$ cat src/rtl/hls_seq_pkg.sv
// Shared types for the HLS run sequencer: FSM states, response status codes
// and the memory-ownership decode used by the top level.
package hls_seq_pkg;

    typedef enum logic [2:0] {
        S_IDLE      = 3'd0,
        S_GRANT     = 3'd1,
        S_START     = 3'd2,
        S_WAIT_DONE = 3'd3,
        S_DRAIN     = 3'd4,
        S_RELEASE   = 3'd5,
        S_RESP      = 3'd6
    } seq_state_e;

    typedef logic [1:0] status_t;

    localparam status_t ST_OK      = 2'b00;
    localparam status_t ST_TIMEOUT = 2'b01;
    localparam status_t ST_ABORT   = 2'b10;

    // The core owns the block memories from GRANT up to, but not including, RELEASE.
    function automatic logic owns_bram(seq_state_e s);
        return (s == S_GRANT) || (s == S_START) || (s == S_WAIT_DONE) || (s == S_DRAIN);
    endfunction

endpackage

$ cat src/rtl/hls_sat_counter.sv
// Up-counter with synchronous clear and enable that sticks at all-ones.
// Clear wins over enable so a reload and a count never collide.
module hls_sat_counter #(
    parameter int W = 32
) (
    input  logic         clk,
    input  logic         rst_n,
    input  logic         clr,
    input  logic         en,
    output logic [W-1:0] count
);

    logic [W-1:0] count_q;
    logic [W-1:0] count_d;

    always_comb begin
        count_d = count_q;
        if (clr) begin
            count_d = '0;
        end else if (en && !(&count_q)) begin
            count_d = count_q + W'(1);
        end
    end

    always_ff @(posedge clk or negedge rst_n) begin
        if (!rst_n) begin
            count_q <= '0;
        end else begin
            count_q <= count_d;
        end
    end

    assign count = count_q;

endmodule

$ cat src/rtl/hls_run_sequencer.sv
// Launches an ap_ctrl_hs core for a programmed number of back-to-back runs,
// hands the block memories over for the run and reports status and counts.
module hls_run_sequencer
    import hls_seq_pkg::*;
#(
    parameter int CNT_W  = 32,
    parameter int RUNS_W = 16
) (
    input  logic              sys_clk,
    input  logic              sys_rst_n,
    input  logic              cmd_valid,
    output logic              cmd_ready,
    input  logic [RUNS_W-1:0] cmd_runs,
    input  logic [CNT_W-1:0]  cmd_timeout,
    input  logic              abort,
    output logic              ap_start,
    input  logic              ap_done,
    input  logic              ap_idle,
    input  logic              ap_ready,
    output logic              bram_owner,
    output logic              busy,
    output logic              rsp_valid,
    input  logic              rsp_ready,
    output logic [1:0]        rsp_status,
    output logic [CNT_W-1:0]  rsp_cycles,
    output logic [RUNS_W-1:0] rsp_runs
);

    seq_state_e        state_q, state_d;
    logic [RUNS_W-1:0] remaining_q, remaining_d;
    logic [CNT_W-1:0]  timeout_q, timeout_d;
    status_t           status_q, status_d;
    logic [RUNS_W-1:0] runs_q, runs_d;
    logic              abort_q, abort_d;

    logic              ap_start_q, ap_start_d;
    logic              bram_owner_q, bram_owner_d;
    logic              busy_q, busy_d;
    logic              cmd_ready_q, cmd_ready_d;
    logic              rsp_valid_q, rsp_valid_d;

    logic              timer_clr;
    logic              timer_en;
    logic              cyc_clr;
    logic              cyc_en;
    logic [CNT_W-1:0]  timer;
    logic [CNT_W-1:0]  cycles;

    logic [RUNS_W-1:0] rem_after;
    logic              done_ev;
    logic              timed_out;
    logic              abort_rise;

    assign rem_after  = (remaining_q != '0) ? (remaining_q - RUNS_W'(1)) : '0;
    // The timer reads 0 in the first START cycle, so the limit is hit on the Nth cycle.
    assign timed_out  = (timeout_q != '0) && (timer == (timeout_q - CNT_W'(1)));
    assign abort_rise = abort && !abort_q;
    assign done_ev    = ((state_q == S_START) && ap_ready && ap_done) ||
                        ((state_q == S_WAIT_DONE) && ap_done);
    assign abort_d    = abort;

    assign timer_en = (state_q == S_START) || (state_q == S_WAIT_DONE);
    assign cyc_en   = owns_bram(state_q);

    hls_sat_counter #(.W(CNT_W)) u_timer (
        .clk   (sys_clk),
        .rst_n (sys_rst_n),
        .clr   (timer_clr),
        .en    (timer_en),
        .count (timer)
    );

    hls_sat_counter #(.W(CNT_W)) u_cycles (
        .clk   (sys_clk),
        .rst_n (sys_rst_n),
        .clr   (cyc_clr),
        .en    (cyc_en),
        .count (cycles)
    );

    always_comb begin
        state_d     = state_q;
        remaining_d = remaining_q;
        timeout_d   = timeout_q;
        status_d    = status_q;
        runs_d      = runs_q;
        timer_clr   = 1'b0;
        cyc_clr     = 1'b0;

        case (state_q)
            S_IDLE: begin
                if (cmd_valid) begin
                    remaining_d = cmd_runs;
                    timeout_d   = cmd_timeout;
                    status_d    = ST_OK;
                    runs_d      = '0;
                    cyc_clr     = 1'b1;
                    state_d     = (cmd_runs == '0) ? S_RESP : S_GRANT;
                end
            end

            S_GRANT: begin
                timer_clr = 1'b1;
                state_d   = S_START;
            end

            S_START, S_WAIT_DONE: begin
                // Completion outranks abort, which outranks timeout.
                if (done_ev) begin
                    runs_d      = runs_q + RUNS_W'(1);
                    remaining_d = rem_after;
                    if (rem_after == '0) begin
                        state_d = S_RELEASE;
                    end else if (abort) begin
                        status_d = ST_ABORT;
                        state_d  = S_RELEASE;
                    end else begin
                        timer_clr = 1'b1;
                        state_d   = S_START;
                    end
                end else if (abort) begin
                    status_d = ST_ABORT;
                    state_d  = S_DRAIN;
                end else if (timed_out) begin
                    status_d = ST_TIMEOUT;
                    state_d  = S_DRAIN;
                end else if ((state_q == S_START) && ap_ready) begin
                    state_d = S_WAIT_DONE;
                end
            end

            S_DRAIN: begin
                if (ap_done) begin
                    runs_d = runs_q + RUNS_W'(1);
                end
                // A fresh abort edge lets the host reclaim memories from a hung core.
                if (ap_idle || ap_done || abort_rise) begin
                    state_d = S_RELEASE;
                end
            end

            S_RELEASE: begin
                state_d = S_RESP;
            end

            S_RESP: begin
                if (rsp_ready) begin
                    state_d = S_IDLE;
                end
            end

            default: begin
                state_d = S_IDLE;
            end
        endcase

        ap_start_d   = (state_d == S_START);
        bram_owner_d = owns_bram(state_d);
        busy_d       = (state_d != S_IDLE);
        cmd_ready_d  = (state_d == S_IDLE);
        rsp_valid_d  = (state_d == S_RESP);
    end

    always_ff @(posedge sys_clk or negedge sys_rst_n) begin
        if (!sys_rst_n) begin
            state_q      <= S_IDLE;
            remaining_q  <= '0;
            timeout_q    <= '0;
            status_q     <= ST_OK;
            runs_q       <= '0;
            abort_q      <= 1'b0;
            ap_start_q   <= 1'b0;
            bram_owner_q <= 1'b0;
            busy_q       <= 1'b0;
            cmd_ready_q  <= 1'b1;
            rsp_valid_q  <= 1'b0;
        end else begin
            state_q      <= state_d;
            remaining_q  <= remaining_d;
            timeout_q    <= timeout_d;
            status_q     <= status_d;
            runs_q       <= runs_d;
            abort_q      <= abort_d;
            ap_start_q   <= ap_start_d;
            bram_owner_q <= bram_owner_d;
            busy_q       <= busy_d;
            cmd_ready_q  <= cmd_ready_d;
            rsp_valid_q  <= rsp_valid_d;
        end
    end

    assign ap_start   = ap_start_q;
    assign bram_owner = bram_owner_q;
    assign busy       = busy_q;
    assign cmd_ready  = cmd_ready_q;
    assign rsp_valid  = rsp_valid_q;
    assign rsp_status = status_q;
    assign rsp_cycles = cycles;
    assign rsp_runs   = runs_q;

endmodule
$ cat config.mk
export PLATFORM = sky130hd
export DESIGN_NAME = hls_run_sequencer
export DESIGN_NICKNAME = d
export VERILOG_FILES = /design/src/rtl/hls_seq_pkg.sv /design/src/rtl/hls_sat_counter.sv /design/src/rtl/hls_run_sequencer.sv
export SDC_FILE = /design/constraint.sdc
export NUM_CORES = 1
export LEC_CHECK = 0
export BUFFER_PORTS_ARGS = -buffer_cell sky130_fd_sc_hd__buf_2
export CORE_MARGIN = 5
export CORE_UTILIZATION = 40
export DETAILED_ROUTE_END_ITERATION = 10
export GPL_TIMING_DRIVEN = 0
export SKIP_CTS_REPAIR_TIMING = 1
export SYNTH_ARGS = -nofsm -noshare
export SYNTH_HDL_FRONTEND = slang
export SYNTH_HIERARCHICAL = 1
export SYNTH_SLANG_ARGS = --single-unit
$ cat constraint.sdc
create_clock -name sys_clk -period 2.9 [get_ports sys_clk]
set_input_delay 0.29 -clock sys_clk [delete_from_list [all_inputs] [get_ports sys_clk]]
set_output_delay 0.29 -clock sys_clk [all_outputs]
set_load 0.005 [all_outputs]
Word-level counts from Yosys, hierarchy flattened

Index checks and enable logic that the tools add are counted.
Widths: inputs -> output; s select.

Register bits: 139
Input port bits: 56
Logic and storage cells: 110

Eq/ne operators: 18
Reductions and logical operators: 38
Add/sub/neg operators: 5
Muxes and demuxes: 36

Operators with widths:

| operator              | count |
|---|---|
| $mux 32               | 4 |
| $mux 16               | 6 |
| $add 32x1->32 const B | 2 |
| $reduce_and 32->1     | 2 |
| $pmux 16 s3           | 1 |
| $eq 32x32->1          | 1 |
| $logic_not 16->1      | 2 |
| $pmux 16 s2           | 1 |
| $reduce_bool 32->1    | 1 |
| $sub 32x1->32 const B | 1 |
| $mux 3                | 10 |
| $pmux 3 s6            | 1 |
| $add 16x1->16 const B | 1 |
| $reduce_bool 16->1    | 1 |
| $sub 16x1->16 const B | 1 |
| $eq 3x3->1 const B    | 5 |
| $eq 3x2->1 const B    | 4 |
| $mux 2                | 6 |
| $logic_or 1x1->1      | 10 |
| $ne 3x3->1 const B    | 3 |
| $logic_and 1x1->1     | 7 |
| $eq 3x1->1 const B    | 2 |
| $logic_not 3->1       | 2 |
| $ne 2x2->1 const B    | 3 |
| other kinds (11)      | 20 |

Longest topological paths before layout

Gate-level depths: netlist of run 1.

Depth in word-level cells: 11
Depth in mapped cells: 13

Modules after synthesis

Netlist of run 1, hierarchy kept.

Modules (own cells, without submodules):

| module                     | area each (µm²) | times used | seq. area each (µm²) | cells an instance |
|---|---|---|---|---|
| hls_run_sequencer          | 5047.3          | 1          | 1878.1               | 555 |
| hls_sat_counter (u_timer)  | 1911.8          | 1          | 800.8                | 205 |
| hls_sat_counter (u_cycles) | 1865.5          | 1          | 800.8                | 190 |

Least setup slack after synthesis of run 1

No wires, ideal clock.

Path type: register to register
Start point: register timeout_q[0]
End point: register busy_q, in the netlist busy
Path buffers: 1
Arrival: 2836 ps
Stages on the path, launching flop included: 11
Setup slack: -60 ps
Cell sequence: dfrtp_1 -> inv_1 -> ha_1 -> or3b_2 -> clkbuf_1 -> nor4_2 -> o22ai_1 -> a2111oi_4 -> nand4_4 -> a21o_2 -> or2_1

Cells in the longest elaborated chain, start to end: 8
Elaborated cells between the ends (all ways): 9
Those cells by class: add/sub (1); eq/ne (1); mux (4); reduce/logical (3)

RTL lines:

| item                   | RTL line                 | text |
|---|---|---|
| from (decl)            | hls_run_sequencer.sv:31  | `logic [CNT_W-1:0] timeout_q, timeout_d;` |
| from (signal assigned) | hls_run_sequencer.sv:180 | `timeout_q <= timeout_d;` |
| $sub 32x1->32          | hls_run_sequencer.sv:56  | `assign timed_out = (timeout_q != '0) && (timer == (timeout_q - CNT_W'(1)));` |
| $eq 32x32->1           | hls_run_sequencer.sv:56  |  |
| $logic_and 1x1->1 (*)  | hls_run_sequencer.sv:56  |  |
| $mux 3 (*)             | hls_run_sequencer.sv:124 | `end else if (timed_out) begin` |
| $mux 3 (*)             | hls_run_sequencer.sv:121 | `end else if (abort) begin` |
| $mux 3 (*)             | hls_run_sequencer.sv:109 | `if (done_ev) begin` |
| $pmux 3 s6 (*)         | hls_run_sequencer.sv:90  | `case (state_q)` |
| net state_d[1]         | hls_run_sequencer.sv:29  | `seq_state_e state_q, state_d;` |
| $reduce_bool 3->1 (*)  | hls_run_sequencer.sv:159 | `busy_d = (state_d != S_IDLE);` |
| net busy_d             | hls_run_sequencer.sv:38  | `logic busy_q, busy_d;` |
| to (signal assigned)   | hls_run_sequencer.sv:186 | `busy_q <= busy_d;` |
| to (decl)              | hls_run_sequencer.sv:38  |  |

Mark *: on every way through the listed nets, which the timed path passes. The rest lies on a longest branch.
A chain may end at the register's enable or synchronous reset.

Worst setup path in the final report of run 1

Start point: register timeout_q[5]
End point: register busy_q, in the netlist busy

The elaborated chain is that of the path after synthesis.

==> results of run 1 <==
==> where the power goes <==
| part | total [mW] | switching [mW] | internal, mW | leakage [nW] |
|---|---|---|---|---|
| logic | 4.46 | 2.55 | 1.91 | 2.42 |
| clock network | 2.27 | 0.884 | 1.39 | 0.292 |
| registers | 3.13 | 0.701 | 2.43 | 1.81 |
==> stage by stage <==
stage / total power [mW] / instance area, sq um / util, % / setup slack, ns
6_report: 9.862 / 11040 / 50.75 / -0.2068
5_1_grt: 10.48 / 11040 / 50.75 / -0.3393
4_1_cts: 9.241 / 10420 / 47.88 / -1.621
3_5_place_dp: 6.929 / 9811 / 45.09 / -1.572
3_3_place_gp: 6.875 / 9777 / 44.94 / -1.640
2_1_floorplan: 5.792 / 8876 / - / 0.008951
==> kinds of logic after synthesis <==
kind of cell | count (synthesis) | synth area share (%)
AND/OR/NAND/NOR | 416 | 27.65
AO/OA/AOI/OAI | 212 | 16.32
flip-flops | 139 | 39.43
XOR/XNOR | 71 | 7.047
buffers and inverters | 65 | 3.389
multiplexers | 41 | 5.317
adder cells (fa/ha/maj) | 6 | 0.8507
==> flip-flops by register name, indices dropped and copies added (netlist names) <==
| name | flops |
|---|---|
| abort_q | 1 |
| ap_start | 1 |
| bram_owner | 1 |
| busy | 1 |
| cmd_ready | 1 |
| remaining_q | 16 |
| rsp_runs | 16 |
| rsp_status | 2 |
| rsp_valid | 1 |
| state_q | 3 |
| timeout_q | 32 |
| u_cycles/count | 32 |
| u_timer/count | 32 |
==> routing by layer <==
| layer | GRT usage (%) | share of wire (%) | routed length [um] | vias to the layer above |
|---|---|---|---|---|
| met4 | 5.605 | 1.6 | 401 | 2 |
| met2 | 30.84 | 46 | 11910 | 233 |
| met1 | 29.17 | 47 | 12130 | 3981 |
| met3 | 3.642 | 5.3 | 1371 | 31 |
| met5 | 0 | 0.043 | 11 | - |
| li1 | - | - | - | 3866 |
==> final cells by class <==
type / count / area, sq um / share of cell area, %
Inverter: 20 / 77.57 / 0.7026
Sequential cell: 139 / 3486 / 31.57
Multi-Input combinational cell: 746 / 5493 / 49.75
Clock buffer: 20 / 446.7 / 4.045
Buffer: 44 / 292.8 / 2.652
Timing Repair Buffer: 130 / 737.0 / 6.674
Clock inverter: 12 / 158.9 / 1.439
Tap cell: 280 / 350.3 / 3.173
==> worst max-delay path: stages, from the launching register on <==
cell and delay (ns):
dfrtp_2 0.47, or4_4 0.61, nor4_4 0.26, buf_4 0.19
and4_1 0.19, o2111ai_2 0.14, a2111oi_4 0.37, nand4_4 0.24
a21o_4 0.30, or2_1 0.22
==> worst paths after layout <==
path,end,slack (ns),cells past startpoint
worst max-delay path,busy,-0.21,9
min in group asynchronous,u_cycles/count[26],0.38,2
worst min register to register,rsp_runs[14],0.54,1
max in group asynchronous,timeout_q[0],1.70,3
worst min-delay path,abort_q,0.07,1
worst max register to register,busy,-0.21,9
==> cell usage after synthesis, types with 3 or more instances <==
master / instances
nor4_2: 4
o31ai_1: 18
and4_1: 11
mux2i_1: 3
or3_1: 26
o31a_1: 3
and3b_1: 3
o211ai_1: 4
a21o_1: 4
and3_1: 11
xnor2_1: 40
nand4_1: 23
a31oi_1: 6
buf_6: 6
and2_1: 6
o41ai_1: 6
a21oi_1: 61
nor4_1: 33
nor2b_1: 12
inv_1: 19
nor4b_1: 6
mux2_2: 34
nor3_1: 31
a2111oi_0: 3
ha_1: 6
o21ai_0: 57
clkbuf_1: 28
nand4_4: 5
o21ai_1: 5
buf_1: 5
nand2b_1: 9
o22ai_1: 3
xor2_1: 31
or4_1: 22
dfrtp_1: 138
o2111ai_1: 4
buf_2: 5
nand2_1: 82
nand3_1: 25
or4_4: 3
nor3b_1: 5
nor2_1: 74
mux2_4: 3
o21a_1: 4
==> flow_summary.yaml, run 1 <==
cells_and_area:
  layout_commonest_cell: "dfrtp_1"
  nets: 1160
  antenna_cells: 0
  area_delta_synth_final_pct: 25.12
  fillers: 2029
  drive_gt1_share_pct: 29.97
  final_cells: 1391
  layout_common_cells: "dfrtp_1 (133), buf_2 (113), nand2_1 (80), nor2_1 (63), o21ai_0 (54)"
drt:
  wl_per_cell_um: 18.57
  num_vias: 8113
  drtIter0Drc: 430
  dr.pass1.iters: 5
  drc: 0
  vias_per_cell: 5.832
  wirelength_um: 25830
  ant_nets: 0
worst_hold_path:
  hp-start: "abort"
  hp-class: "in2reg"
sta:
  min_period_ns: 3.107
  max_freq_ghz: 0.3219
  hold_ws_ns: 0.07490
  finalClockSkew_ns: 0.01679
  tightest_slew_ns: 0.7704
  slew_headroom_pct: 48.21
  rsz0062_at_grt: "true"
  setup_viol: 8
  setup_ws_ns: -0.2068
  fin_crit_sh_pct: 107.1
  setup_tns_ns: -1.030
  final_max_slew_viol_count: 0
  hold_viol: 0
synthesis:
  synth-seq-cells: 139
  synth_top_area_share_pct: 39.13
  ys.flop_type: "dfrtp_1"
  synth.distinct_cells: 88
  async_flop_share_pct: 100.0
  syn_inst: 950
  ys_seq_area_share_pct: 39.43
  synth_area_leaders: "dfrtp_1 (39%), mux2_2 (4.3%), xnor2_1 (4.0%)"
  syn_avg_cell_area_sq_um: 9.289
  syn_area_sq_um: 8825
  yosys.area.top_type: "dfrtp_1"
  synth_enable_flop_cells: 0
  synth_fp_nets: 1012
  yosys_warnings: 6
cts:
  cts_tree: "built"
  clockRootBuffer: "clkbuf_16"
  clock_latency_ns: 0.43
  cts_buffers: 17
  cts_buffer_depth: 2
  clock_sinks: 139
  cts.reportedPaths.clkPinSlew_ns: 0.06
  htreeDepth: 4
grt:
  gr-usage-all-layers_pct: 20.09
  grt_overflow_total: 0
  grt_max_degree: 86
  antenna_found_initial: 1
  grt_pass1_vias: 7548
  grt_first_pass_wirelength_um: 40270
setup_path:
  startpoint_type: "flip-flop"
  crit_type: "reg2reg"
  end_kind: "flip-flop"
  crit_start: "timeout_q[5]"
  critPathArrivalTime_ns: 3.42
  r2r_start: "timeout_q[5]"
  required_ns: 3.21
  worstPathMaxFanout: 6
placement:
  port_buffers: 110
  place_inst: 1341
  dpl.hpwl_um: 18510
  gp_congestion: 0.9155
power:
  powerDensity_nw_per_um2: 893.2
  power.ir.vdd_worst_uv: 421.1
  p_leak_nw: 4.521
status:
  status: "complete, but fails checks"
  violations: "setup timing"
flow_run:
  cap_violations: 0
floorplanning:
  die_height_um: 158.5
  core_area_sq_um: 21760
  io_pins: 111
  start_util_pct: 40.56
  die_w_um: 158.5
  die_area_sq_um: 25130
  row_count: 54
Note: power is estimated with default switching activity, not from simulation.
==> run 2, diff against run 1 <==
==> constraint.sdc (replaced) <==
create_clock -name sys_clk -period 3.65 [get_ports sys_clk]
set_input_delay 0.365 -clock sys_clk [delete_from_list [all_inputs] [get_ports sys_clk]]
set_output_delay 0.365 -clock sys_clk [all_outputs]
set_load 0.005 [all_outputs]
==> run 2 against run 1 <==
Effect of this change:
- the flow now finishes without violations
- sequential share of layout area up 1.7 points
- wire length decreased by 2.4%
- critical path depth unchanged
- combinational power is 30% lower
- hold slack improved by 0.085 ns
- non-clock buffer count fell by 17
- count of clock-buffer cells in the layout down 2
- via count fell by 0.62%
==> flow_summary.yaml, run 2 (synthesis results as in run 1) <==
floorplanning:
  die_height_um: 158.5
  die_area_sq_um: 25130
  start_util_pct: 40.56
  row_count: 54
  core_area_sq_um: 21760
  die_w_um: 158.5
  io_pins: 111
sta:
  hold_viol: 0
  final_max_slew_viol_count: 0
  finalClockSkew_ns: 0.01040
  slew_headroom_pct: 35.45
  min_period_ns: 3.450
  max_freq_ghz: 0.2899
  fin_crit_sh_pct: 94.52
  setup_tns_ns: 0
  tightest_slew_ns: 0.9593
  setup_viol: 0
setup_path:
  regToRegSetupSlack_ns: 0.20
  end_kind: "flip-flop"
  r2r_start: "timeout_q[9]"
  startpoint_type: "flip-flop"
  crit_type: "reg2reg"
  worstReg2RegEnd: "busy"
  worstPathMaxFanout: 8
  required_ns: 3.95
  critPathArrivalTime_ns: 3.75
  r2r_cells: 9
grt:
  antenna_found_initial: 1
  grt_max_degree: 82
  gr-usage-all-layers_pct: 20.50
  grt_first_pass_wirelength_um: 41230
  grt_overflow_total: 0
  grt_pass1_vias: 7707
power:
  switchingPower_mw: 3.050
  finalPower_mw: 7.389
  swShare_pct: 41.28
  comb_power_share_pct: 41.9
  powerDensity_nw_per_um2: 707.5
  p_clk_share_pct: 25.2
  p_leak_nw: 4.339
  pwr-share-seq_pct: 32.9
  p_int_mw: 4.339
  power.ir.vdd_worst_uv: 307.4
placement:
  gp_congestion: 0.9343
  dpl_cell_area_sq_um: 9759
  place_inst: 1341
  port_buffers: 110
  dpl.hpwl_um: 19010
cts:
  htreeDepth: 4
  clock_latency_ns: 0.42
  clockRootBuffer: "clkbuf_16"
  clock_sinks: 139
  cts_tree: "built"
  cts.reportedPaths.clkPinSlew_ns: 0.06
  cts_buffers: 17
  cts_buffer_depth: 2
cells_and_area:
  final_core_util_pct: 48.00
  postLayoutCellArea_sq_um: 10440
  nets: 1143
  area_delta_synth_final_pct: 18.35
  drive_gt1_share_pct: 22.23
  final_cells: 1374
  layout_common_cells: "dfrtp_1 (138), buf_2 (115), nand2_1 (82), nor2_1 (74), a21oi_1 (61)"
  layout_commonest_cell: "dfrtp_1"
worst_hold_path:
  hp-start: "abort"
  worstHoldEndpoint: "abort_q"
  hp-class: "in2reg"
  min_path_cells: 1
drt:
  dr.pass1.iters: 6
  ant_nets: 0
  drc: 0
  wirelength_um: 25210
  vias_per_cell: 5.868
  drtIter0Drc: 666
  num_vias: 8063
  wl_per_cell_um: 18.35
flow_run:
  cap_violations: 0
status:
  status: "completed"
-- run 2: cell type report --
cell class,count,area (sq um)
flip-flops and latches,139,3480
inverters,20,75.07
fillers,2125,11310
clock buffers,18,439.2
diodes,1,2.502
repair buffers,112,594.3
multi-input cells,746,5079
clock inverters,13,191.4
well taps,280,350.3
plain buffers,45,232.7
-- run 2: how the worst max path moves through the flow --
stage	start	to	slack (ns)	cells after the start
floorplan	timeout_q[0]	busy	0.69	10
global placement	state_q[0]	u_cycles/count[13]	-0.50	8
detailed placement	state_q[0]	u_cycles/count[13]	-0.54	8
CTS	state_q[0]	u_cycles/count[9]	-0.57	8
global route	remaining_q[0]	u_timer/count[30]	-0.02	13
finish	timeout_q[9]	busy	0.20	9
-- run 2: per-stage QoR --
step	setup slack, ns	hold WS (ns)
floorplan	0.6900	0.06941
global placement	-0.4954	0.5001
detailed placement	-0.5383	0.3786
CTS	-0.5694	-0.07694
global route	-0.02454	0.1634
finish	0.2000	0.1597
-- run 2: per-layer routing --
metal | wire [um] | GRT usage [%] | up-vias
met4 | 720 | 8.327 | 2
met5 | 13 | 0 | -
li1 | - | - | 3824
met2 | 11730 | 32.11 | 221
met3 | 1209 | 2.990 | 52
met1 | 11540 | 28.59 | 3964
-- run 2: power by group through the flow --
stage	registers [mW]	logic, mW	clock network [mW]
after floorplan	2.28	2.28	0
after global placement	2.44	3.01	0
after detailed placement	2.44	3.05	0
after CTS	2.42	3.07	1.89
after global routing	2.50	3.44	1.97
final	2.43	3.10	1.86
-- run 2: critical path, stage by stage, from the launching register on --
cell and delay [ns]:
dfrtp_1 0.36, clkbuf_1 0.20, nor4_1 0.87, and4b_1 0.40, and4_1 0.23, o2111ai_2 0.16, a2111oi_4 0.37, nand4_4 0.22
a21o_2 0.30, or2_1 0.23
==> run 3, diff against run 2 <==
--- a/config.mk
+++ b/config.mk
@@ -6,7 +6,7 @@
 export NUM_CORES = 1
 export LEC_CHECK = 0
 export BUFFER_PORTS_ARGS = -buffer_cell sky130_fd_sc_hd__buf_2
-export CORE_MARGIN = 5
+export CORE_MARGIN = 1
 export CORE_UTILIZATION = 40
 export DETAILED_ROUTE_END_ITERATION = 10
 export GPL_TIMING_DRIVEN = 0
==> run 3 against run 2 <==
Effect of this change:
- first-iteration DRC count down 8.7%
- core utilization increased by 0.94 points
- wire length down 3.6%
- sequential power hardly changed
- largest power group unchanged
==> flow_summary.yaml, run 3 (synthesis results as in run 1) <==
drt:
  dr.pass1.iters: 5
  drc: 0
  vias_per_cell: 5.785
  wl_per_cell_um: 17.72
  drtIter0Drc: 608
  num_vias: 7937
  ant_nets: 0
  wirelength_um: 24310
cells_and_area:
  fillers: 2019
  nets: 1143
  layout_commonest_cell: "dfrtp_1"
  final_core_util_pct: 48.95
  drive_gt1_share_pct: 22.39
  multi_input_area_sq_um: 5069
  area_delta_synth_final_pct: 18.43
  postLayoutCellArea_sq_um: 10450
  layout_common_cells: "dfrtp_1 (138), buf_2 (114), nand2_1 (82), nor2_1 (73), a21oi_1 (61)"
  final-seq-area_sq_um: 3480
setup_path:
  path_depth: 10
  worstReg2RegEnd: "busy"
  startpoint_type: "flip-flop"
  critPathArrivalTime_ns: 3.75
  path_cells: "inv_1 -> ha_1 -> or3b_2 -> clkbuf_1 -> nor4_2 -> o22ai_1 -> a2111oi_4 -> nand4_4 -> a21o_2 -> or2_1"
  crit_buf_inv: 2
  crit_type: "reg2reg"
  required_ns: 3.96
  crit_slowest_cell: "nor4_2"
  r2r_start: "timeout_q[0]"
  end_kind: "flip-flop"
  worstPathMaxFanout: 6
  regToRegSetupSlack_ns: 0.21
  critPathTopFamily: "simple AND/OR/NAND/NOR gates"
  worst_path_largest_cell_delay_ns: 0.50
  r2r_cells: 10
placement:
  dpl_cell_area_sq_um: 9753
  port_buffers: 110
  gp_congestion: 0.9201
  dp_slack_ns: -0.5696
  dpl.hpwl_um: 18060
floorplanning:
  die_height_um: 150.5
  core_area_sq_um: 21350
  die_area_sq_um: 22660
  die_w_um: 150.5
  io_pins: 111
  row_count: 53
  start_util_pct: 41.33
power:
  p_leak_nw: 4.347
  p_int_mw: 4.347
  pwr-share-seq_pct: 32.6
  powerDensity_nw_per_um2: 707.6
  comb_power_share_pct: 41.8
  power.ir.vdd_worst_uv: 276.4
  swShare_pct: 41.21
  switchingPower_mw: 3.048
  p_clk_share_pct: 25.6
sta:
  slew_headroom_pct: 38.35
  hold_viol: 0
  setup_ws_ns: 0.2115
  setup_tns_ns: 0
  final_max_slew_viol_count: 0
  min_period_ns: 3.439
  setup_viol: 0
  tightest_slew_ns: 0.9248
  max_freq_ghz: 0.2908
  rsz0062_at_grt: "false"
  hold_ws_ns: 0.1503
  fin_crit_sh_pct: 94.21
  finalClockSkew_ns: 0.009237
cts:
  cts.reportedPaths.clkPinSlew_ns: 0.06
  cts_tree: "built"
  htreeDepth: 4
  clockRootBuffer: "clkbuf_16"
  cts_buffer_depth: 2
  cts_buffers: 17
  clock_sinks: 139
  clock_latency_ns: 0.43
worst_hold_path:
  hp-start: "abort"
  min_path_cells: 1
  hp-class: "in2reg"
  worstHoldEndpoint: "abort_q"
grt:
  antenna_found_initial: 1
  grt_max_degree: 81
  grt_pass1_vias: 7498
  grt_first_pass_wirelength_um: 39340
  gr-usage-all-layers_pct: 22.22
  grt_overflow_total: 0
status:
  status: "completed"
flow_run:
  cap_violations: 0
## run 3: cell count changes in the layout (fill, tap and decap cells not counted), sizes merged
cell	delta
clkbuf	+2
inv	+1
diode	+2
buf	-2
## run 3: through the flow
stage / cells / total power, mW
5_1_grt: 1370 / 7.911
2_1_floorplan: 950 / 4.561
3_5_place_dp: 1336 / 5.477
4_1_cts: 1368 / 7.402
6_report: 1372 / 7.395
3_3_place_gp: 1335 / 5.427
## run 3: cell type report
cell class                      count  share of cell area, %
Antenna cell                        3                0.07183
Timing Repair Buffer              112                  5.687
Clock inverter                     14                  1.999
Inverter                           20                 0.7183
Buffer                             45                  2.239
Tap cell                          275                  3.292
Sequential cell                   139                  33.29
Clock buffer                       18                  4.202
Multi-Input combinational cell    746                  48.50
## run 3: worst max-delay path by stage
stage	from	end	slack, ns
2_1_floorplan	timeout_q[0]	busy	0.69
6_report	timeout_q[0]	busy	0.21
4_1_cts	state_q[0]	u_cycles/count[9]	-0.56
3_3_place_gp	state_q[0]	u_cycles/count[9]	-0.48
5_1_grt	state_q[2]	rsp_runs[15]	0.05
3_5_place_dp	state_q[0]	u_cycles/count[9]	-0.57
## run 3: power by group through the flow
stage	registers (mW)	logic, mW	clock network [mW]
final	2.41	3.09	1.90
after global routing	2.48	3.43	2.00
after CTS	2.40	3.07	1.94
after detailed placement	2.43	3.05	0
after global placement	2.42	3.01	0
after floorplan	2.28	2.28	0
## run 3: routing by layer
metal | track usage (%) | wire [um] | part of all wire, %
met5 | 0 | 0 | 0
met4 | 8.131 | 436 | 1.8
met3 | 2.970 | 1274 | 5.2
met2 | 35.76 | 11330 | 47
met1 | 30.35 | 11270 | 46
